<file path="src/rtl/uart_cmd_pkg.sv">
// Opcodes, field-mask bit positions and FSM states for the nibble-oriented UART
// command protocol. The correlator-side decoder uses the same opcode constants.
package uart_cmd_pkg;

   localparam logic [3:0] OP_RESET            = 4'h0;
   localparam logic [3:0] OP_INTEGRATION_TIME = 4'h1;
   localparam logic [3:0] OP_SAMPLE_TIME      = 4'h2;
   localparam logic [3:0] OP_ACTIVE_LINE      = 4'h3;
   localparam logic [3:0] OP_ENABLE_MODULES   = 4'hC;
   localparam logic [3:0] OP_COMMIT           = 4'hD;

   localparam int MASK_INTEGRATION = 0;
   localparam int MASK_SAMPLE      = 1;
   localparam int MASK_ACTIVE_LINE = 2;
   localparam int MASK_ENABLES     = 3;

   typedef enum logic [2:0] {
      ST_IDLE,
      ST_SELECT,
      ST_SEND_RESET,
      ST_SEND_NIBBLE,
      ST_SEND_ENABLE,
      ST_SEND_COMMIT,
      ST_DONE
   } state_t;

endpackage

</file>
<file path="src/rtl/uart_cmd_encoder.sv">
// Serializes a staged configuration into the UART command byte stream:
// per masked field a RESET byte plus every nibble LSB first, then enables, then COMMIT.
module uart_cmd_encoder
   import uart_cmd_pkg::*;
#(
   parameter int DATA_WIDTH = 64,
   parameter int NIBBLES    = DATA_WIDTH / 4
) (
   input  logic                  clk,
   input  logic                  reset,
   input  logic                  start,
   input  logic [3:0]            field_mask,
   input  logic [DATA_WIDTH-1:0] integration_time,
   input  logic [DATA_WIDTH-1:0] sample_time,
   input  logic [DATA_WIDTH-1:0] active_line,
   input  logic                  transmit_enable,
   input  logic                  integration_clock_enable,
   input  logic                  sample_clock_enable,
   output logic [7:0]            tx_byte,
   output logic                  tx_valid,
   input  logic                  tx_ready,
   output logic                  busy,
   output logic                  done,
   output logic [7:0]            bytes_sent,
   output state_t                fsm_state
);

   localparam int NIB_W = (NIBBLES > 1) ? $clog2(NIBBLES) : 1;
   localparam logic [NIB_W-1:0] NIB_LAST = NIB_W'(NIBBLES - 1);

   // Handshake: a byte transfers on a cycle where tx_valid && tx_ready. Once raised,
   // tx_valid and tx_byte stay constant until that transfer (only reset can drop them).
   logic                  hs;
   state_t                state;
   logic [3:0]            pend;
   logic [DATA_WIDTH-1:0] shd_int;
   logic [DATA_WIDTH-1:0] shd_smp;
   logic [DATA_WIDTH-1:0] shd_line;
   logic [2:0]            shd_en;
   logic [DATA_WIDTH-1:0] shift;
   logic [3:0]            cur_op;
   logic [NIB_W-1:0]      nib_cnt;

   assign hs        = tx_valid && tx_ready;
   assign fsm_state = state;

   always_ff @(posedge clk or posedge reset) begin
      if (reset) begin
         state      <= ST_IDLE;
         tx_byte    <= 8'h00;
         tx_valid   <= 1'b0;
         busy       <= 1'b0;
         done       <= 1'b0;
         bytes_sent <= 8'h00;
         pend       <= 4'h0;
         shd_int    <= '0;
         shd_smp    <= '0;
         shd_line   <= '0;
         shd_en     <= 3'b000;
         shift      <= '0;
         cur_op     <= OP_RESET;
         nib_cnt    <= '0;
      end else begin
         case (state)
            ST_IDLE: begin
               done <= 1'b0;
               if (start) begin
                  shd_int    <= integration_time;
                  shd_smp    <= sample_time;
                  shd_line   <= active_line;
                  shd_en     <= {transmit_enable, integration_clock_enable, sample_clock_enable};
                  pend       <= field_mask;
                  bytes_sent <= 8'h00;
                  busy       <= 1'b1;
                  state      <= ST_SELECT;
               end
            end

            // Lowest pending mask bit wins, which gives the fixed field order.
            ST_SELECT: begin
               tx_valid <= 1'b1;
               if (pend[MASK_INTEGRATION]) begin
                  pend[MASK_INTEGRATION] <= 1'b0;
                  cur_op  <= OP_INTEGRATION_TIME;
                  shift   <= shd_int;
                  tx_byte <= {OP_INTEGRATION_TIME, OP_RESET};
                  state   <= ST_SEND_RESET;
               end else if (pend[MASK_SAMPLE]) begin
                  pend[MASK_SAMPLE] <= 1'b0;
                  cur_op  <= OP_SAMPLE_TIME;
                  shift   <= shd_smp;
                  tx_byte <= {OP_SAMPLE_TIME, OP_RESET};
                  state   <= ST_SEND_RESET;
               end else if (pend[MASK_ACTIVE_LINE]) begin
                  pend[MASK_ACTIVE_LINE] <= 1'b0;
                  cur_op  <= OP_ACTIVE_LINE;
                  shift   <= shd_line;
                  tx_byte <= {OP_ACTIVE_LINE, OP_RESET};
                  state   <= ST_SEND_RESET;
               end else if (pend[MASK_ENABLES]) begin
                  pend[MASK_ENABLES] <= 1'b0;
                  tx_byte <= {1'b0, shd_en, OP_ENABLE_MODULES};
                  state   <= ST_SEND_ENABLE;
               end else begin
                  tx_byte <= {4'h0, OP_COMMIT};
                  state   <= ST_SEND_COMMIT;
               end
            end

            ST_SEND_RESET: begin
               if (hs) begin
                  bytes_sent <= bytes_sent + 8'd1;
                  tx_byte    <= {shift[3:0], cur_op};
                  shift      <= shift >> 4;
                  nib_cnt    <= '0;
                  state      <= ST_SEND_NIBBLE;
               end
            end

            ST_SEND_NIBBLE: begin
               if (hs) begin
                  bytes_sent <= bytes_sent + 8'd1;
                  if (nib_cnt == NIB_LAST) begin
                     nib_cnt  <= '0;
                     tx_valid <= 1'b0;
                     state    <= ST_SELECT;
                  end else begin
                     nib_cnt <= nib_cnt + 1'b1;
                     tx_byte <= {shift[3:0], cur_op};
                     shift   <= shift >> 4;
                  end
               end
            end

            ST_SEND_ENABLE: begin
               if (hs) begin
                  bytes_sent <= bytes_sent + 8'd1;
                  tx_valid   <= 1'b0;
                  state      <= ST_SELECT;
               end
            end

            ST_SEND_COMMIT: begin
               if (hs) begin
                  bytes_sent <= bytes_sent + 8'd1;
                  tx_valid   <= 1'b0;
                  done       <= 1'b1;
                  state      <= ST_DONE;
               end
            end

            ST_DONE: begin
               done  <= 1'b0;
               busy  <= 1'b0;
               state <= ST_IDLE;
            end

            default: begin
               tx_valid <= 1'b0;
               busy     <= 1'b0;
               done     <= 1'b0;
               state    <= ST_IDLE;
            end
         endcase
      end
   end

endmodule
</file>
<file path="config.mk">
export PLATFORM = sky130hd
export DESIGN_NAME = uart_cmd_encoder
export DESIGN_NICKNAME = d
export VERILOG_FILES = /design/src/rtl/uart_cmd_pkg.sv /design/src/rtl/uart_cmd_encoder.sv
export SDC_FILE = /design/constraint.sdc
export NUM_CORES = 1
export LEC_CHECK = 0
export CAP_MARGIN = 5
export CORE_UTILIZATION = 45
export CTS_CLUSTER_SIZE = 30
export DETAILED_ROUTE_END_ITERATION = 6
export GPL_TIMING_DRIVEN = 0
export PLACE_DENSITY_LB_ADDON = 0.05
export RECOVER_POWER = 25
export SLEW_MARGIN = 20
export SYNTH_ARGS = -nofsm -noshare
export SYNTH_HDL_FRONTEND = slang
export SYNTH_SLANG_ARGS = --single-unit
</file>
<file path="constraint.sdc">
create_clock -name clk -period 22 [get_ports clk]
set_input_delay 3.3 -clock clk [delete_from_list [all_inputs] [get_ports clk]]
set_output_delay 3.3 -clock clk [all_outputs]
set_load 0.03 [all_outputs]
</file>
==> key figures, run 1 <==
Run status
  – Status: complete, but fails checks
  – Failing checks: max-capacitance violations, max-slew violations

Pwr
  – Sw Ratio: 30.23%
  – Combinational power share: 35.7%
  – Worst vdd ir: 68.04 uV
  – Power Density: 131.0 mW/mm^2
  – NetSw: 0.6929 mW
  – Sequential share of power: 39.8%
  – Leakage: 7.433 nW
  – Power Internal: 1.599 mW
  – Clock share of power: 24.5%

Timing
  – Final clock skew: 11.33 ps
  – Crit share post-route: 40.66%
  – Fmax: 111.8 MHz
  – Max Slew Vio Count: 203
  – RSZ-0062 raised after global routing: false
  – Max-slew headroom: -225.6%
  – Worst-Margin Slew: 4884 ps
  – Final hold viol count: 0
  – Setup TNS: 0 ps
  – Final min period: 8945 ps
  – Final Setup Violations: 0

Global route
  – Global-route wire length before repair: 50880 um
  – Vias in the first global route: 9243
  – Grt ovf: 0
  – Global-route usage over all layers: 21.06%
  – Largest net degree at the start of global routing: 93
  – Initial antenna violation count: 3

Floorplan
  – Die W: 175.9 um
  – Die Y: 175.9 um
  – Core Rows: 63
  – Num ports: 225
  – Core ar.: 0.02972 sq mm
  – Die area: 0.03092 sq mm
  – Initial core utilization: 45.77%

Yosys
  – Syn_nets: 1221
  – Post-Syn Area per Cell: 13.43 sq um
  – Top FF cell, synth: dfrtp_1
  – Mapped Cells: 1013
  – Post-synth EDFFs: 0
  – Async SR Flop Fraction: 100.0%
  – Sequential share of the synthesized area: 53.36%
  – Synth Warn #: 0
  – Yosys cell types: 47
  – #FFs+latches synth: 290
  – Mapped Area: 0.01360 sq mm

Clock tree
  – Hold_buf cts: 0
  – Setup bufs post-CTS: 0
  – Number of CTS-inserted buffers: 34
  – Worst-skew pair later-pin latency: 500 ps
  – H-tree Lvls: 2
  – CTS resizes: 0
  – Bufs on Longest Clock Path: 3
  – CTS clk-pin slew, worst paths: 60 ps
  – Root Buffer: clkbuf_16
  – CTS Sinks: 290
  – CTS tree: built

Drt
  – Vias: 8793
  – Initial drt markers: 407
  – Drt drc: 0
  – Drt total wl: 31710 um
  – Post-route ant nets: 0
  – TritonRoute pass-1 iters: 4
  – DR WL/cell: 18.78 um
  – Vias per inst: 5.206

Cells and area
  – Layout cells sized above 1: 32.97%
  – Final nets: 1484
  – Most frequent cells in the layout: 290 x dfrtp_1, 270 x mux2_2, 221 x clkdlybuf4s50_1
  – Most common cell after layout, fill and taps aside: dfrtp_1
  – Post-layout util: 58.86%
  – Synthesis-to-layout area growth: 28.61%

Worst setup path
  – WP data arrival: 8370 ps
  – Worst Path Required: 21430 ps
  – Setup crit end kind: asynchronous set/reset pin
  – CP Class: input port to asynchronous set/reset pin
  – CP startpoint kind: input port
  – R2R setup slack: 19280 ps
  – CP Max Fanout: 88

Min path
  – Worst hold path class: flip-flop to flip-flop

Placed design
  – Post-DP HPWL: 22510 um
  – Port-buffer cells: 224
  – Routability Congestion: 0.7876

Job
  – MaxCap Viol Count: 3
==> critical path, stage by stage <==
cell and delay (ps):
dlygate4sd3_1 540, clkinvlp_2 970, clkbuf_1 3490
==> final cells by class <==
type,instances,area (sq um)
Sequential cell,290,7257
Buffer,68,374.1
Clock buffer,50,1015
Tap cell,390,488.0
Inverter,4,16.27
Clock inverter,5,100.1
Multi-Input combinational cell,651,5954
Timing Repair Buffer,227,2277
Fill cell,2470,12230
Antenna cell,4,10.01
==> power groups by stage <==
stage / clock network, mW / logic (mW) / registers (mW)
5_1_grt: 0.597 / 0.893 / 0.946
3_5_place_dp: 0 / 0.831 / 0.920
2_1_floorplan: 0 / 0.607 / 0.901
3_3_place_gp: 0 / 0.812 / 0.913
6_report: 0.561 / 0.818 / 0.913
4_1_cts: 0.575 / 0.834 / 0.913
==> per-stage QoR <==
step	cells	cell area (sq um)	setup WS, ps	power (mW)	hold slack, ps
6_report	1689	17490	13060	2.292	498.2
5_1_grt	1685	17480	11810	2.435	514.5
2_1_floorplan	1013	13600	10690	1.508	467.8
3_5_place_dp	1630	16420	16210	1.751	487.6
3_3_place_gp	1627	16330	6628	1.725	484.4
4_1_cts	1685	17540	16720	2.322	500.1
==> state kept, by name (all words and copies together), names as in the netlist <==
name        cells
shd_en          3
shd_line       64
shd_int        64
shift          64
pend            4
shd_smp        64
tx_byte         7
tx_valid        1
done            1
cur_op          2
fsm_state       3
busy            1
bytes_sent      8
nib_cnt         4
==> kinds of logic after synthesis <==
group | Yosys count | synth area share, %
fa+ha+maj | 5 | 0.4600
compound gates | 122 | 5.225
simple gates | 129 | 4.333
buf+inv | 72 | 2.861
flops | 290 | 53.36
mux | 395 | 33.76
==> layer usage <==
layer	vias up	GRT usage, %	part of all wire, %
li1	4170	-	-
met1	4386	29.71	47
met2	202	33.98	47
met3	33	4.004	5.0
met4	2	3.913	1.3
met5	-	0	0.038
==> path summary, 6_finish.rpt <==
check                                          from                        to  depth (start not counted)
max                                           reset     shift[10]$_DFFE_PP0P_                          3
min                                busy$_DFFE_PP0P_          busy$_DFFE_PP0P_                          1
max reg2reg                fsm_state[2]$_DFFE_PP0P_  shd_line[10]$_DFFE_PP0P_                          5
min reg2reg                        busy$_DFFE_PP0P_          busy$_DFFE_PP0P_                          1
max in group clk                              start  shd_line[10]$_DFFE_PP0P_                          5
min in group asynchronous                     reset   shd_smp[35]$_DFFE_PP0P_                          2
==> synth_stat cells, types with 2 or more instances <==
| cell | number | share of area [%] |
|---|---|---|
| a21oi_1 | 15 | 0.55 |
| a22oi_1 | 2 | 0.11 |
| a31o_2 | 2 | 0.13 |
| and2_1 | 2 | 0.092 |
| and3_1 | 5 | 0.23 |
| buf_1 | 3 | 0.083 |
| buf_2 | 32 | 1.2 |
| buf_4 | 3 | 0.17 |
| buf_8 | 6 | 0.66 |
| clkbuf_1 | 24 | 0.66 |
| dfrtp_1 | 290 | 53 |
| ha_1 | 5 | 0.46 |
| inv_1 | 2 | 0.055 |
| inv_2 | 2 | 0.055 |
| mux2_2 | 270 | 22 |
| mux2_4 | 60 | 6.6 |
| mux2i_1 | 65 | 4.8 |
| nand2_1 | 80 | 2.2 |
| nand3_1 | 11 | 0.40 |
| nor2_1 | 9 | 0.25 |
| nor2b_1 | 4 | 0.18 |
| nor3_1 | 3 | 0.11 |
| nor4_1 | 3 | 0.14 |
| o2111ai_1 | 2 | 0.13 |
| o211ai_1 | 2 | 0.11 |
| o21ai_0 | 80 | 2.9 |
| o31ai_1 | 8 | 0.44 |
| or3_1 | 2 | 0.092 |
| or4_1 | 3 | 0.17 |
Power figures use the tool's default switching activity.
==> run 2: changes to the inputs <==
==> constraint.sdc (replaced) <==
create_clock -name clk -period 9.3 [get_ports clk]
set_input_delay 1.395 -clock clk [delete_from_list [all_inputs] [get_ports clk]]
set_output_delay 1.395 -clock clk [all_outputs]
set_load 0.03 [all_outputs]
==> run 2 against run 1 <==
- the run still ends with max-capacitance violations, max-slew violations left
- critical endpoint is now shd_smp[43]$_DFFE_PP0P_
- flip-flop and latch count is the same
- largest power group unchanged
- register-to-register slack worse by 13000 ps
- total power rose by 130%
- clock-buffer cell count decreased by 6
- largest cell class unchanged
- setup slack worse by 8000 ps
==> key figures, run 2 (synthesis gave the netlist of run 1 again) <==
Timing
  – Worst-Margin Slew: 1778 ps
  – Setup TNS: 0 ps
  – Final Setup Violations: 0
  – Max-slew headroom: -18.56%
  – Final clock skew: 10.37 ps
  – RSZ-0062 raised after global routing: false
  – Crit share post-route: 46.03%
  – Final min period: 4281 ps
  – Max Slew Vio Count: 88
  – Fmax: 233.6 MHz
  – Final hold viol count: 0

Floorplan
  – Core ar.: 0.02972 sq mm
  – Die Y: 175.9 um
  – Initial core utilization: 45.77%
  – Num ports: 225
  – Die W: 175.9 um
  – Die area: 0.03092 sq mm
  – Core Rows: 63

Global route
  – Global-route wire length before repair: 50890 um
  – Largest net degree at the start of global routing: 34
  – Initial antenna violation count: 4
  – Vias in the first global route: 9173
  – Global-route usage over all layers: 20.92%
  – Grt ovf: 0

Cells and area
  – Final Cell Area: 0.01755 sq mm
  – Layout cells sized above 1: 33.26%
  – Most frequent cells in the layout: 290 x dfrtp_1, 270 x mux2_2, 222 x clkdlybuf4s50_1
  – Area of the multi-input gates: 0.005961 sq mm
  – FF/Latch Area: 0.007257 sq mm
  – Fillers: 2473
  – Most common cell after layout, fill and taps aside: dfrtp_1
  – Synthesis-to-layout area growth: 29.02%
  – Final nets: 1488

Worst setup path
  – R2R setup slack: 6500 ps
  – Setup crit end kind: asynchronous set/reset pin
  – Crit path largest cell delay: 1110 ps
  – CP max-delay cell: clkbuf_1
  – CP Class: input port to asynchronous set/reset pin
  – CP Cell Sequence: dlygate4sd3_1 > clkinvlp_2 > clkbuf_1 > clkbuf_1
  – Largest delay share family, worst path: buffers and inverters
  – WP data arrival: 4690 ps
  – Most common cell on crit path: clkbuf_1
  – CP startpoint kind: input port
  – Worst Path Required: 9710 ps
  – Critical path buffers and inverters: 4
  – CP Max Fanout: 28

Drt
  – Post-route ant nets: 0
  – Drt total wl: 31710 um
  – Initial drt markers: 371
  – Vias: 8760
  – DR WL/cell: 18.70 um
  – Drt drc: 0
  – Vias per inst: 5.165
  – TritonRoute pass-1 iters: 4

Placed design
  – Post-DP HPWL: 22880 um
  – Routability Congestion: 0.7931
  – Post-DP Area: 0.01655 sq mm
  – Port-buffer cells: 224

Clock tree
  – CTS resizes: 0
  – Bufs on Longest Clock Path: 3
  – Worst-skew pair later-pin latency: 540 ps
  – CTS tree: built
  – Number of CTS-inserted buffers: 31
  – CTS clk-pin slew, worst paths: 60 ps
  – H-tree Lvls: 1
  – Setup bufs post-CTS: 0
  – Root Buffer: clkbuf_16
  – CTS Sinks: 290
  – Hold_buf cts: 0

Job
  – MaxCap Viol Count: 3

Pwr
  – Worst vdd ir: 145.1 uV
  – Power Density: 306.7 mW/mm^2
  – Leakage: 7.456 nW

Min path
  – Worst hold path class: flip-flop to flip-flop

Run status
  – Status: complete, but fails checks
  – Failing checks: max-capacitance violations, max-slew violations
run 2: changes by cell type in the layout (fill, tap and decap cells not counted), sizes merged:
cell / before / now
buf: 44 / 48
bufinv: 3 / 5
clkbuf: 77 / 74
clkdlybuf4s50: 221 / 222
clkinv: 2 / 5
clkinvlp: 1 / 2
dlygate4sd3: 3 / 2
run 2: final cells by class:
class / instances / share of cell area, %
clock buffer: 44 / 5.098
sequential: 290 / 41.35
antenna: 4 / 0.05704
multi-input combinational: 651 / 33.97
buffer: 68 / 2.111
clock inverter: 11 / 1.041
tap: 390 / 2.781
inverter: 4 / 0.09269
timing repair buffer: 234 / 13.50
run 2: layer usage:
metal / vias up / share of wire [%] / GRT usage [%]
li1: 4178 / - / -
met1: 4370 / 47 / 29.66
met2: 181 / 47 / 33.68
met3: 31 / 4.4 / 3.636
met4: 0 / 1.8 / 4.167
met5: - / 0 / 0
run 2: report_power, final:
part,total [mW],switching (mW),internal (mW)
Clock,1.29,0.491,0.801
Sequential,2.16,0.317,1.84
Combinational,1.93,0.822,1.11
run 2: worst paths after layout:
kind                                          start                  endpoint  cells past startpoint
setup / recovery                              reset   shd_smp[43]$_DFFE_PP0P_                      4
hold / removal              shd_smp[26]$_DFFE_PP0P_   shd_smp[26]$_DFFE_PP0P_                      1
setup reg to reg           fsm_state[2]$_DFFE_PP0P_  shd_line[48]$_DFFE_PP0P_                      5
hold reg to reg             shd_smp[26]$_DFFE_PP0P_   shd_smp[26]$_DFFE_PP0P_                      1
max in group clk                           tx_ready     shift[46]$_DFFE_PP0P_                      7
min in group asynchronous                     reset    shd_smp[0]$_DFFE_PP0P_                      2
run 2: stage by stage:
stage / instances / setup slack [ps] / hold slack, ps / total power [mW] / utilization [%]
floorplan: 1013 / 4058 / 467.8 / 3.567 / -
global placement: 1627 / 1770 / 484.3 / 4.079 / 54.97
detailed placement: 1637 / 5390 / 490.4 / 4.139 / 55.69
CTS: 1692 / 5958 / 508.2 / 5.451 / 59.32
global route: 1692 / 4363 / 515.6 / 5.724 / 59.02
finish: 1696 / 5019 / 504.0 / 5.382 / 59.05
==> run 3: changes to the inputs <==
==> constraint.sdc (replaced) <==
create_clock -name clk -period 3.8 [get_ports clk]
set_input_delay 0.57 -clock clk [delete_from_list [all_inputs] [get_ports clk]]
set_output_delay 0.57 -clock clk [all_outputs]
set_load 0.03 [all_outputs]
==> run 3 against run 2 <==
- the run still ends with max-capacitance violations, max-slew violations left
- sequential share of layout area decreased by 0.050 points
- worst hold slack unchanged
- total power increased by 140%
- cell area increased by 0.12%
- non-clock buffer count unchanged
- cell count unchanged
- setup slack got worse by 4200 ps
- via count increased by 0.35%
- critical path depth increased by 1
==> key figures, run 3 (synthesis gave the netlist of run 1 again) <==
Drt
  – TritonRoute pass-1 iters: 4
  – Initial drt markers: 338
  – Vias per inst: 5.183
  – Drt total wl: 31700 um
  – Drt drc: 0
  – DR WL/cell: 18.69 um
  – Vias: 8791
  – Post-route ant nets: 0

Pwr
  – Worst vdd ir: 355.2 uV
  – Power Internal: 9.188 mW
  – Clock share of power: 24.0%
  – Sw Ratio: 30.28%
  – NetSw: 3.990 mW
  – Sequential share of power: 40.0%
  – Combinational power share: 35.9%
  – Overall power: 13.18 mW
  – Leakage: 7.469 nW
  – Power Density: 750.0 mW/mm^2

Worst setup path
  – CP startpoint kind: input port
  – R2R Path Start: fsm_state[2]$_DFFE_PP0P_
  – Critical Path Source: reset
  – Worst reg-to-reg path cell count: 5
  – CP Capture Point: shd_smp[27]$_DFFE_PP0P_
  – WP data arrival: 3690 ps
  – CP Cell Sequence: dlygate4sd3_1 > clkinvlp_2 > clkbuf_1 > buf_12 > buf_16
  – Crit path largest cell delay: 1270 ps
  – Worst r2r dst: shd_line[48]$_DFFE_PP0P_
  – CP Class: input port to asynchronous set/reset pin
  – CP max-delay cell: clkbuf_1
  – R2R setup slack: 1010 ps
  – Worst Path Required: 4550 ps
  – CP Max Fanout: 29
  – Setup crit end kind: asynchronous set/reset pin

Global route
  – Grt ovf: 0
  – Vias in the first global route: 9173
  – Global-route usage over all layers: 20.92%
  – Initial antenna violation count: 4
  – Largest net degree at the start of global routing: 34
  – Global-route wire length before repair: 50890 um

Clock tree
  – Number of CTS-inserted buffers: 31
  – CTS tree: built
  – Worst-skew pair later-pin latency: 540 ps
  – Bufs on Longest Clock Path: 3
  – Hold_buf cts: 0
  – H-tree Lvls: 1
  – CTS clk-pin slew, worst paths: 60 ps
  – CTS Sinks: 290
  – Setup bufs post-CTS: 0
  – CTS resizes: 0
  – Root Buffer: clkbuf_16

Timing
  – Crit share post-route: 77.20%
  – Max-slew headroom: -11.43%
  – Final Setup Violations: 0
  – Max Slew Vio Count: 56
  – Min Hold Slack: 504.0 ps
  – Setup TNS: 0 ps
  – RSZ-0062 raised after global routing: false
  – Final hold viol count: 0
  – Fmax: 340.9 MHz
  – Fin worst setup slack: 866.4 ps
  – Worst-Margin Slew: 1672 ps
  – Final clock skew: 10.85 ps
  – Final min period: 2934 ps

Cells and area
  – Most common cell after layout, fill and taps aside: dfrtp_1
  – Most frequent cells in the layout: 290 x dfrtp_1, 270 x mux2_2, 223 x clkdlybuf4s50_1
  – FF/Latch Area: 0.007257 sq mm
  – Area of the multi-input gates: 0.005961 sq mm
  – Fillers: 2471
  – Final Cell Area: 0.01757 sq mm
  – Synthesis-to-layout area growth: 29.18%
  – Final nets: 1488
  – Layout cells sized above 1: 33.56%

Placed design
  – Routability Congestion: 0.7931
  – Post-DP Area: 0.01655 sq mm
  – Post-DP HPWL: 22880 um
  – Place WS: 715.2 ps
  – Port-buffer cells: 224

Floorplan
  – Die W: 175.9 um
  – Core Rows: 63
  – Num ports: 225
  – Initial core utilization: 45.77%
  – Die Y: 175.9 um
  – Core ar.: 0.02972 sq mm
  – Die area: 0.03092 sq mm

Run status
  – Status: complete, but fails checks
  – Failing checks: max-capacitance violations, max-slew violations

Job
  – MaxCap Viol Count: 2

Min path
  – Worst hold path class: flip-flop to flip-flop
run 3: worst min path at each step:
stage | from | endpoint | depth (start not counted)
after floorplan | nib_cnt[3]$_DFFE_PP0P_ | nib_cnt[3]$_DFFE_PP0P_ | 1
after global placement | shd_smp[60]$_DFFE_PP0P_ | shd_smp[60]$_DFFE_PP0P_ | 1
final | shd_smp[26]$_DFFE_PP0P_ | shd_smp[26]$_DFFE_PP0P_ | 1
after detailed placement | shift[45]$_DFFE_PP0P_ | shift[45]$_DFFE_PP0P_ | 1
after CTS | reset | shd_smp[0]$_DFFE_PP0P_ | 2
after global routing | shift[58]$_DFFE_PP0P_ | shift[58]$_DFFE_PP0P_ | 1
run 3: worst max-delay path, delay by kind of cell:
kind | cells | cell delay, ps
buffers and inverters | 5 | 3080
run 3: final cells by class:
| cell class | count | share of cell area, % |
|---|---|---|
| antenna | 4 | 0.05697 |
| clock buffer | 44 | 5.092 |
| timing repair buffer | 234 | 13.58 |
| sequential | 290 | 41.30 |
| buffer | 68 | 2.129 |
| multi-input combinational | 651 | 33.93 |
| clock inverter | 11 | 1.040 |
| inverter | 4 | 0.09258 |
| tap | 390 | 2.777 |
run 3: power by group through the flow:
| stage | clock network (mW) | logic [mW] | registers, mW |
|---|---|---|---|
| floorplan | 0 | 3.51 | 5.21 |
| global placement | 0 | 4.69 | 5.29 |
| detailed placement | 0 | 4.81 | 5.32 |
| CTS | 3.24 | 4.82 | 5.28 |
| global route | 3.36 | 5.18 | 5.47 |
| finish | 3.16 | 4.74 | 5.28 |
run 3: stage by stage:
stage               utilization (%)  instances
floorplan                         -       1013
global placement              54.97       1627
detailed placement            55.69       1637
CTS                           59.32       1692
global route                  59.09       1692
finish                        59.12       1696
run 3: layer usage:
layer	global-route usage, %	part of all wire [%]
met1	29.66	47
met2	33.68	47
met3	3.636	4.6
met4	4.167	1.8
met5	0	0
